## config.mk

```make
export PLATFORM = sky130hd
export DESIGN_NAME = hazard_stall_ctrl
export DESIGN_NICKNAME = d
export VERILOG_FILES = /design/src/rtl/hazard_stall_ctrl.sv
export SDC_FILE = /design/constraint.sdc
export NUM_CORES = 1
export LEC_CHECK = 0
export CORE_ASPECT_RATIO = 0.6
export CORE_MARGIN = 3
export CORE_UTILIZATION = 50
export DETAILED_ROUTE_END_ITERATION = 10
export GPL_ROUTABILITY_DRIVEN = 1
export PLACE_DENSITY = 0.9
export SETUP_SLACK_MARGIN = 0.2
export SLEW_MARGIN = 40
export SYNTH_ARGS = -nofsm -noshare
export SYNTH_HDL_FRONTEND = slang
export SYNTH_SLANG_ARGS = --single-unit
```

## constraint.sdc

```tcl
create_clock -name clk -period 3.8 [get_ports clk]
set_clock_uncertainty 0.2 [all_clocks]
set_input_delay 0.38 -clock clk [delete_from_list [all_inputs] [get_ports clk]]
set_output_delay 0.38 -clock clk [all_outputs]
set_load 0.02 [all_outputs]
```

## src/rtl/hazard_stall_ctrl.sv

```systemverilog
// ---------------------------------------------------------------------------
// hazard_stall_ctrl
//
// Central stall/flush controller for the 5-stage MIPS32 pipeline. It sits
// beside the decode stage and drives the hold/flush controls of the PC,
// IF/ID and ID/EX pipeline registers.
//
// It detects three conditions:
//   - load-use hazards between a load in EX and its consumer in ID
//   - MDU occupancy hazards, where an MDU op or an mfhi/mflo in ID must wait
//     for the multi-cycle multiply/divide unit to finish
//   - taken branches/jumps resolved in EX, which flush the younger work
//
// Ports:
//   clk            pipeline clock, all state updates on the rising edge
//   rst_n          asynchronous active-low reset
//   id_valid       ID holds a valid instruction
//   id_rs, id_rt   source register fields of the ID instruction
//   id_uses_rt     ID instruction reads rt as a source
//   id_is_mdu      ID instruction is mult/multu/div/divu
//   id_reads_hilo  ID instruction is mfhi/mflo
//   ex_valid       EX holds a valid instruction
//   ex_mem_read    EX instruction is a load
//   ex_rt          destination register of the EX load
//   branch_taken   branch/jump resolved taken in EX this cycle
//   stall_pc       hold the PC register
//   stall_ifid     hold the IF/ID register
//   ifid_flush     load a NOP into IF/ID at the next edge
//   idex_bubble    load a NOP into ID/EX at the next edge
//   mdu_busy       MDU occupied
//   mdu_cnt        remaining MDU busy cycles
//   lu_stall_cnt   saturating count of load-use stall cycles
//   mdu_stall_cnt  saturating count of MDU stall cycles
// ---------------------------------------------------------------------------
module hazard_stall_ctrl #(
  parameter int MDU_LAT = 4,
  parameter int PERF_W  = 16
) (
  input  logic              clk,
  input  logic              rst_n,
  input  logic              id_valid,
  input  logic [4:0]        id_rs,
  input  logic [4:0]        id_rt,
  input  logic              id_uses_rt,
  input  logic              id_is_mdu,
  input  logic              id_reads_hilo,
  input  logic              ex_valid,
  input  logic              ex_mem_read,
  input  logic [4:0]        ex_rt,
  input  logic              branch_taken,
  output logic              stall_pc,
  output logic              stall_ifid,
  output logic              ifid_flush,
  output logic              idex_bubble,
  output logic              mdu_busy,
  output logic [3:0]        mdu_cnt,
  output logic [PERF_W-1:0] lu_stall_cnt,
  output logic [PERF_W-1:0] mdu_stall_cnt
);

  localparam logic [3:0] LAT_VAL = 4'(MDU_LAT);

  logic load_use;
  logic mdu_hazard;
  logic hold;
  logic mdu_issue;
  logic lu_event;
  logic mdu_event;

  // Load-use detection. A load writing $zero is never a real dependency,
  // and rt only matters when the ID instruction actually reads it.
  always_comb begin
    load_use = ex_valid & ex_mem_read & (ex_rt != 5'd0) & id_valid &
               ((id_rs == ex_rt) | (id_uses_rt & (id_rt == ex_rt)));
  end

  assign mdu_busy = (mdu_cnt != 4'd0);

  // MDU ops and HI/LO readers wait in ID while the unit is still occupied.
  always_comb begin
    mdu_hazard = id_valid & mdu_busy & (id_is_mdu | id_reads_hilo);
  end

  // A taken branch discards the ID instruction, so no hazard can hold the
  // front end that cycle; the PC must be free to load the target.
  always_comb begin
    hold      = (load_use | mdu_hazard) & ~branch_taken;
    mdu_issue = id_valid & id_is_mdu & ~hold & ~branch_taken;
    lu_event  = load_use & ~branch_taken;
    mdu_event = mdu_hazard & ~branch_taken;
  end

  // Decode outputs go straight to the pipeline registers with no latency.
  // They are gated by rst_n so that every output is low as soon as reset
  // asserts, without waiting for a clock edge.
  always_comb begin
    stall_pc    = rst_n & hold;
    stall_ifid  = rst_n & hold;
    idex_bubble = rst_n & (hold | branch_taken);
    ifid_flush  = rst_n & branch_taken;
  end

  // MDU occupancy counter. A fresh issue reloads the full latency; this lets
  // a waiting op issue in the very cycle the count reaches zero with no idle
  // gap. A taken branch does not touch a running count because that op has
  // already left ID.
  always_ff @(posedge clk or negedge rst_n) begin
    if (!rst_n) begin
      mdu_cnt <= 4'd0;
    end else if (mdu_issue) begin
      mdu_cnt <= LAT_VAL;
    end else if (mdu_cnt != 4'd0) begin
      mdu_cnt <= mdu_cnt - 4'd1;
    end
  end

  // Saturating stall-event counters. Both may step in the same cycle when
  // both hazards are present at once.
  always_ff @(posedge clk or negedge rst_n) begin
    if (!rst_n) begin
      lu_stall_cnt  <= '0;
      mdu_stall_cnt <= '0;
    end else begin
      if (lu_event && (lu_stall_cnt != '1)) begin
        lu_stall_cnt <= lu_stall_cnt + PERF_W'(1);
      end
      if (mdu_event && (mdu_stall_cnt != '1)) begin
        mdu_stall_cnt <= mdu_stall_cnt + PERF_W'(1);
      end
    end
  end

endmodule

```

==> results.cfg, run 1 <==
[layout]
post_route_cells_drive_above_1_share_pct = 12.1
synthToLayoutAreaGrowth_pct = 39.1
insertedDiodeCount = 0
nets = 291
postLayoutCoreUtil_pct = 75.3
final_standard_cell_area_without_fillers_um2 = 2880

[detailed_routing]
wl_per_cell_um = 16.1
dr.max_layer_used = met4
route.detailed.vias_per_inst = 5.50
met2_length_um = 2260
vias = 1716
detailroute.wirelength.met3_um = 302
drc = 0
dr.first_iter.drc_count = 91
routed_wirelength_um = 5020
wirelength_met1_um = 2420
route.antenna.remaining_nets = 0
detail_route.first_pass.iterations = 4

[sta]
final_setup_viols = 0
period_share_pct = 83.2
rsz0062_at_grt = no
relative_slew_margins_pct = 59.3
timing.fmax_ghz = 0.316
worst_pin_slew_ns = 0.608
timing_max_transition_violations_final = 0
timing_hold_violations_final = 0
post-route-min-period_ns = 3.16
setup_tns_ns = 0

[floorplan]
ioPinCount = 65
fp.dieArea_um2 = 4980
die_width_um = 89.1
floorplan.initialDensity_pct = 54.2
die_span_y_um = 55.9
core_region_area_um2 = 3830
core.rowCount = 17

[critical_path]
start_kind = input port
critPathMaxFanout = 17
ff2ff_setup_slack_ns = 1.39
worst_ep_arrival_time_ns = 2.58
timing.setup.critical_path_class = input port to primary output
worstSetupEndpointType = primary output
required_ns = 3.22

[cts]
cts_setup_buffers = 0
tritoncts = yes
clk-insertion-delay-late_ns = 0.30
clock_path_buffers = 2
root_buffer = sky130_fd_sc_hd__clkbuf_8
cts_hold_buffers = 0
clock_slew_at_reported_path_ffs_ns = 0.08
cts_resized = 0
cts.sinks = 36
level_count_of_the_clock_h_tree = 2
cts-buffers-inserted = 5

[synth]
postSynthNetCount = 221
synth_seq_area_share_pct = 43.5
synth_flop_cell = sky130_fd_sc_hd__dfrtp_1
yosysWarnings = 0
netlist-cell-type-count = 45
mappedNetlistArea_um2 = 2070
postSynthRegisterBits = 36
postSynth.asyncResetShare_pct = 100
number_of_flops_mapped_to_enable_cells_by_yosys = 0
syn-instance-count = 194
syn-mean-instance-area_um2 = 10.7

[placement]
placement.cell_area_um2 = 2770
dp_hpwl_um = 3930
gp_congestion = 0.832
port_buffers = 64

[hold_path]
hp-class = input port to async pin

[power_and_ir_drop]
power_leakage_nw = 1.17
vdd_drop_max_mv = 0.393
pwr_density_cell_nw_per_um2 = 448

[run_status]
status = finished, final reports clean

[global_route]
grtUsageTotal_pct = 22.1
grt_start_max_net_pins = 21
globalRoute.totalOverflow = 0
grt_pass1_wl_um = 8490
grt_pass1_vias = 1714
grt_antenna_before_repair = 0

[job]
drv.max_cap_violation_count = 0
## cells by family (layout without fill, tap and decap cells)
group / count (synthesis) / after routing / synth area share (%)
adder cells (fa/ha/maj): 3 / 3 / 1.81
multiplexers: 2 / 2 / 1.09
buffers and inverters: 12 / 83 / 2.90
XOR/XNOR: 39 / 39 / 16.5
AO/OA/AOI/OAI: 17 / 17 / 7.72
AND/OR/NAND/NOR: 85 / 85 / 26.6
flip-flops: 36 / 36 / 43.5
## cells in the mapped netlist, drive strengths merged, types with 3 or more instances
cell	count	area (µm²)
dfrtp	36	901
xnor2	34	298
nand3	21	138
nor2	15	56.3
nand2	12	45.0
inv	8	30.0
nand4	8	56.3
a211oi	5	52.6
and3	5	31.3
xor2	5	43.8
and4	4	35.0
nor3	4	20.0
nor4	4	61.3
a21oi	3	15.0
buf	3	26.3
ha	3	37.5
nor3b	3	27.5
o21ai	3	26.3
## state kept, by name (all words and copies together) (netlist names)
name and count:
lu_stall_cnt 16, mdu_cnt 4, mdu_stall_cnt 16
## path summary, 6_finish.rpt
kind | depth (start not counted) | from | endpoint
min in group clk | 1 | mdu_stall_cnt[7] | mdu_stall_cnt[7]
max in group asynchronous | 3 | rst_n | lu_stall_cnt[12]
max | 8 | ex_rt[0] | idex_bubble
min | 2 | rst_n | lu_stall_cnt[5]
max reg2reg | 6 | lu_stall_cnt[0] | lu_stall_cnt[1]
min reg2reg | 1 | mdu_stall_cnt[7] | mdu_stall_cnt[7]
## layout make-up
class                   count  area [µm²]
flip-flops and latches     36         901
multi-input cells         146        1120
clock inverters             3        42.5
well taps                  47        58.8
inverters                   8        30.0
fillers                   278         945
repair buffers             67         663
clock buffers               5        68.8
## stage by stage
step | hold WS [ns] | setup slack, ns | instances | total power [mW]
floorplan | -0.116 | 1.15 | 194 | 0.744
global placement | 0.278 | 0.683 | 304 | 0.936
global route | 0.231 | 0.494 | 312 | 1.36
finish | 0.210 | 0.638 | 312 | 1.29
CTS | 0.214 | 0.644 | 312 | 1.30
detailed placement | 0.289 | 0.642 | 304 | 0.957
## cells in the final DEF (no fill, tap or decap), types with 5 or more instances in the layout
master                            count
sky130_fd_sc_hd__clkdlybuf4s50_1     64
sky130_fd_sc_hd__dfrtp_1             36
sky130_fd_sc_hd__xnor2_1             34
sky130_fd_sc_hd__nand3_1             16
sky130_fd_sc_hd__nor2_1              15
sky130_fd_sc_hd__nand2_1             12
sky130_fd_sc_hd__inv_1                7
sky130_fd_sc_hd__nand4_1              7
sky130_fd_sc_hd__and3_1               5
sky130_fd_sc_hd__xor2_1               5
sky130_fd_sc_hd__clkbuf_8             5
## layer usage
layer,GRT usage (%),vias up
met5,0,-
met4,8.28,0
met3,5.62,4
met2,30.4,57
met1,32.9,830
li1,-,825
## report_power, final
part | internal, mW | switching [mW] | total [mW]
Combinational | 0.215 | 0.219 | 0.434
Clock | 0.194 | 0.146 | 0.340
Sequential | 0.439 | 0.0785 | 0.517
## critical path, stage by stage
cell                              delay (ns)
sky130_fd_sc_hd__clkdlybuf4s50_1        0.58
sky130_fd_sc_hd__xnor2_1                0.15
sky130_fd_sc_hd__nand3_1                0.14
sky130_fd_sc_hd__o22ai_4                0.20
sky130_fd_sc_hd__buf_4                  0.26
sky130_fd_sc_hd__a211oi_1               0.10
sky130_fd_sc_hd__nor2b_1                0.14
sky130_fd_sc_hd__clkdlybuf4s50_1        0.63
No activity file was read; power rests on OpenSTA's default activity.
==> run 2: changes to the inputs <==
--- a/config.mk
+++ b/config.mk
@@ -7,10 +7,10 @@
 export LEC_CHECK = 0
 export CORE_ASPECT_RATIO = 0.6
 export CORE_MARGIN = 3
-export CORE_UTILIZATION = 50
+export CORE_UTILIZATION = 47
 export DETAILED_ROUTE_END_ITERATION = 10
 export GPL_ROUTABILITY_DRIVEN = 1
-export PLACE_DENSITY = 0.9
+export PLACE_DENSITY = 0.86
 export SETUP_SLACK_MARGIN = 0.2
 export SLEW_MARGIN = 40
 export SYNTH_ARGS = -nofsm -noshare
==> constraint.sdc (replaced) <==
create_clock -name clk -period 2.92 [get_ports clk]
set_clock_uncertainty 0.2 [all_clocks]
set_input_delay 0.292 -clock clk [delete_from_list [all_inputs] [get_ports clk]]
set_output_delay 0.292 -clock clk [all_outputs]
set_load 0.02 [all_outputs]
==> results.cfg, run 2 (synthesized netlist as in run 1, its figures left out) <==
[placement]
dp_hpwl_um = 3740
placement.cell_area_um2 = 2800
gp_congestion = 0.806
port_buffers = 64

[critical_path]
path_buf_inv = 3
timing.critical_path.slowest_cell_delay_ns = 0.57
reg2reg_depth = 8
worst_ep_arrival_time_ns = 2.18
crit_slowest_cell = sky130_fd_sc_hd__or4_4
cp_top_family = buffers and inverters
required_ns = 2.43
worstSetupEndpointType = primary output
crit_path_cell_trace = clkdlybuf4s50_1 > or4_4 > o21ai_4 > inv_2 > a211oi_1 > nor2b_1 > clkdlybuf4s15_1
regToRegEndpoint = mdu_stall_cnt[6]
crit_start = ex_rt[1]
critPathMaxFanout = 3
timing.setup.critical_path_class = input port to primary output
r2r-start = mdu_cnt[0]
start_kind = input port
ff2ff_setup_slack_ns = 0.54

[floorplan]
floorplan.initialDensity_pct = 49.8
fp.dieArea_um2 = 5270
ioPinCount = 65
core.rowCount = 18
die_width_um = 91.7
core_region_area_um2 = 4170
die_span_y_um = 57.4

[cts]
cts-buffers-inserted = 5
cts.sinks = 36
cts_setup_buffers = 0
tritoncts = yes
clock_path_buffers = 2
clk-insertion-delay-late_ns = 0.29
level_count_of_the_clock_h_tree = 2
root_buffer = sky130_fd_sc_hd__clkbuf_8
clock_slew_at_reported_path_ffs_ns = 0.07

[detailed_routing]
drc = 0
wl_per_cell_um = 14.7
dr.first_iter.drc_count = 42
vias = 1701
route.antenna.remaining_nets = 0
route.detailed.vias_per_inst = 5.17
detail_route.first_pass.iterations = 4
routed_wirelength_um = 4820

[sta]
rsz0062_at_grt = no
setup_tns_ns = 0
period_share_pct = 91.4
timing.hold.ws_ns = 0.166
worst_pin_slew_ns = 0.492
relative_slew_margins_pct = 67.1
post-route-min-period_ns = 2.67
final_setup_viols = 0
timing_hold_violations_final = 0
timing_max_transition_violations_final = 0
timing.fmax_ghz = 0.375

[layout]
multi_input_area_um2 = 1110
final_standard_cell_area_without_fillers_um2 = 2910
nets = 295
insertedDiodeCount = 0
fill_cells = 316
final_cell_mix = sky130_fd_sc_hd__clkdlybuf4s50_1 (60), sky130_fd_sc_hd__dfrtp_1 (36), sky130_fd_sc_hd__xnor2_1 (34)
regArea_um2 = 901
post_route_cells_drive_above_1_share_pct = 13.0
synthToLayoutAreaGrowth_pct = 40.6
postLayoutCoreUtil_pct = 69.9
commonest_non_fill_non_tap_cell_in_the_layout = sky130_fd_sc_hd__clkdlybuf4s50_1
largest_registers = lu_stall_cnt (16), mdu_stall_cnt (16), mdu_cnt (4)

[global_route]
grt_pass1_vias = 1738
grt_antenna_before_repair = 0
grt_start_max_net_pins = 34
globalRoute.totalOverflow = 0
grt_pass1_wl_um = 8180
grtUsageTotal_pct = 19.5

[power_and_ir_drop]
vdd_drop_max_mv = 0.509
total_power_mw = 1.69
power_leakage_nw = 1.20
pwr_density_cell_nw_per_um2 = 579

[job]
drv.max_cap_violation_count = 0

[run_status]
status = finished, final reports clean

[hold_path]
hp-class = input port to async pin
run 2: timing repair:
item,4_1_cts,5_1_grt
gates resized for setup,3,1
hold endpoints to repair,36,0
hold buffers,1,0
endpoints found under the setup margin,3,1
run 2: worst max-delay path by stage:
stage                             end  cells past startpoint  slack [ns]
after floorplan              stall_pc                      7        0.45
after global placement     stall_ifid                      7        0.03
after detailed placement   stall_ifid                      7      -0.001
after CTS                 idex_bubble                      7        0.21
after global routing      idex_bubble                      7        0.20
final                     idex_bubble                      7        0.25
run 2: area by class of cell:
class | count | area share, %
inverter | 8 | 1.03
clock inverter | 2 | 1.20
multi-input combinational | 146 | 38.2
sequential | 36 | 30.9
tap | 60 | 2.58
timing repair buffer | 71 | 23.6
clock buffer | 6 | 2.49
run 2: layer usage:
metal / track usage [%] / vias to the layer above / wire, µm
li1: - / 833 / -
met1: 28.3 / 815 / 2420
met2: 29.2 / 49 / 2100
met3: 5.27 / 4 / 278
met4: 5.07 / 0 / 23
met5: 0 / - / 0
run 2: report_power, final:
group | switching [mW] | total [mW] | leakage, nW | internal, mW
Sequential | 0.103 | 0.674 | 0.476 | 0.571
Combinational | 0.287 | 0.571 | 0.670 | 0.284
Clock | 0.187 | 0.441 | 0.0552 | 0.254
run 2: stage by stage:
| step | cells | setup slack (ns) |
|---|---|---|
| after floorplan | 194 | 0.447 |
| after global placement | 320 | 0.0271 |
| after detailed placement | 320 | -0.00139 |
| after CTS | 329 | 0.213 |
| after global routing | 329 | 0.202 |
| final | 329 | 0.250 |
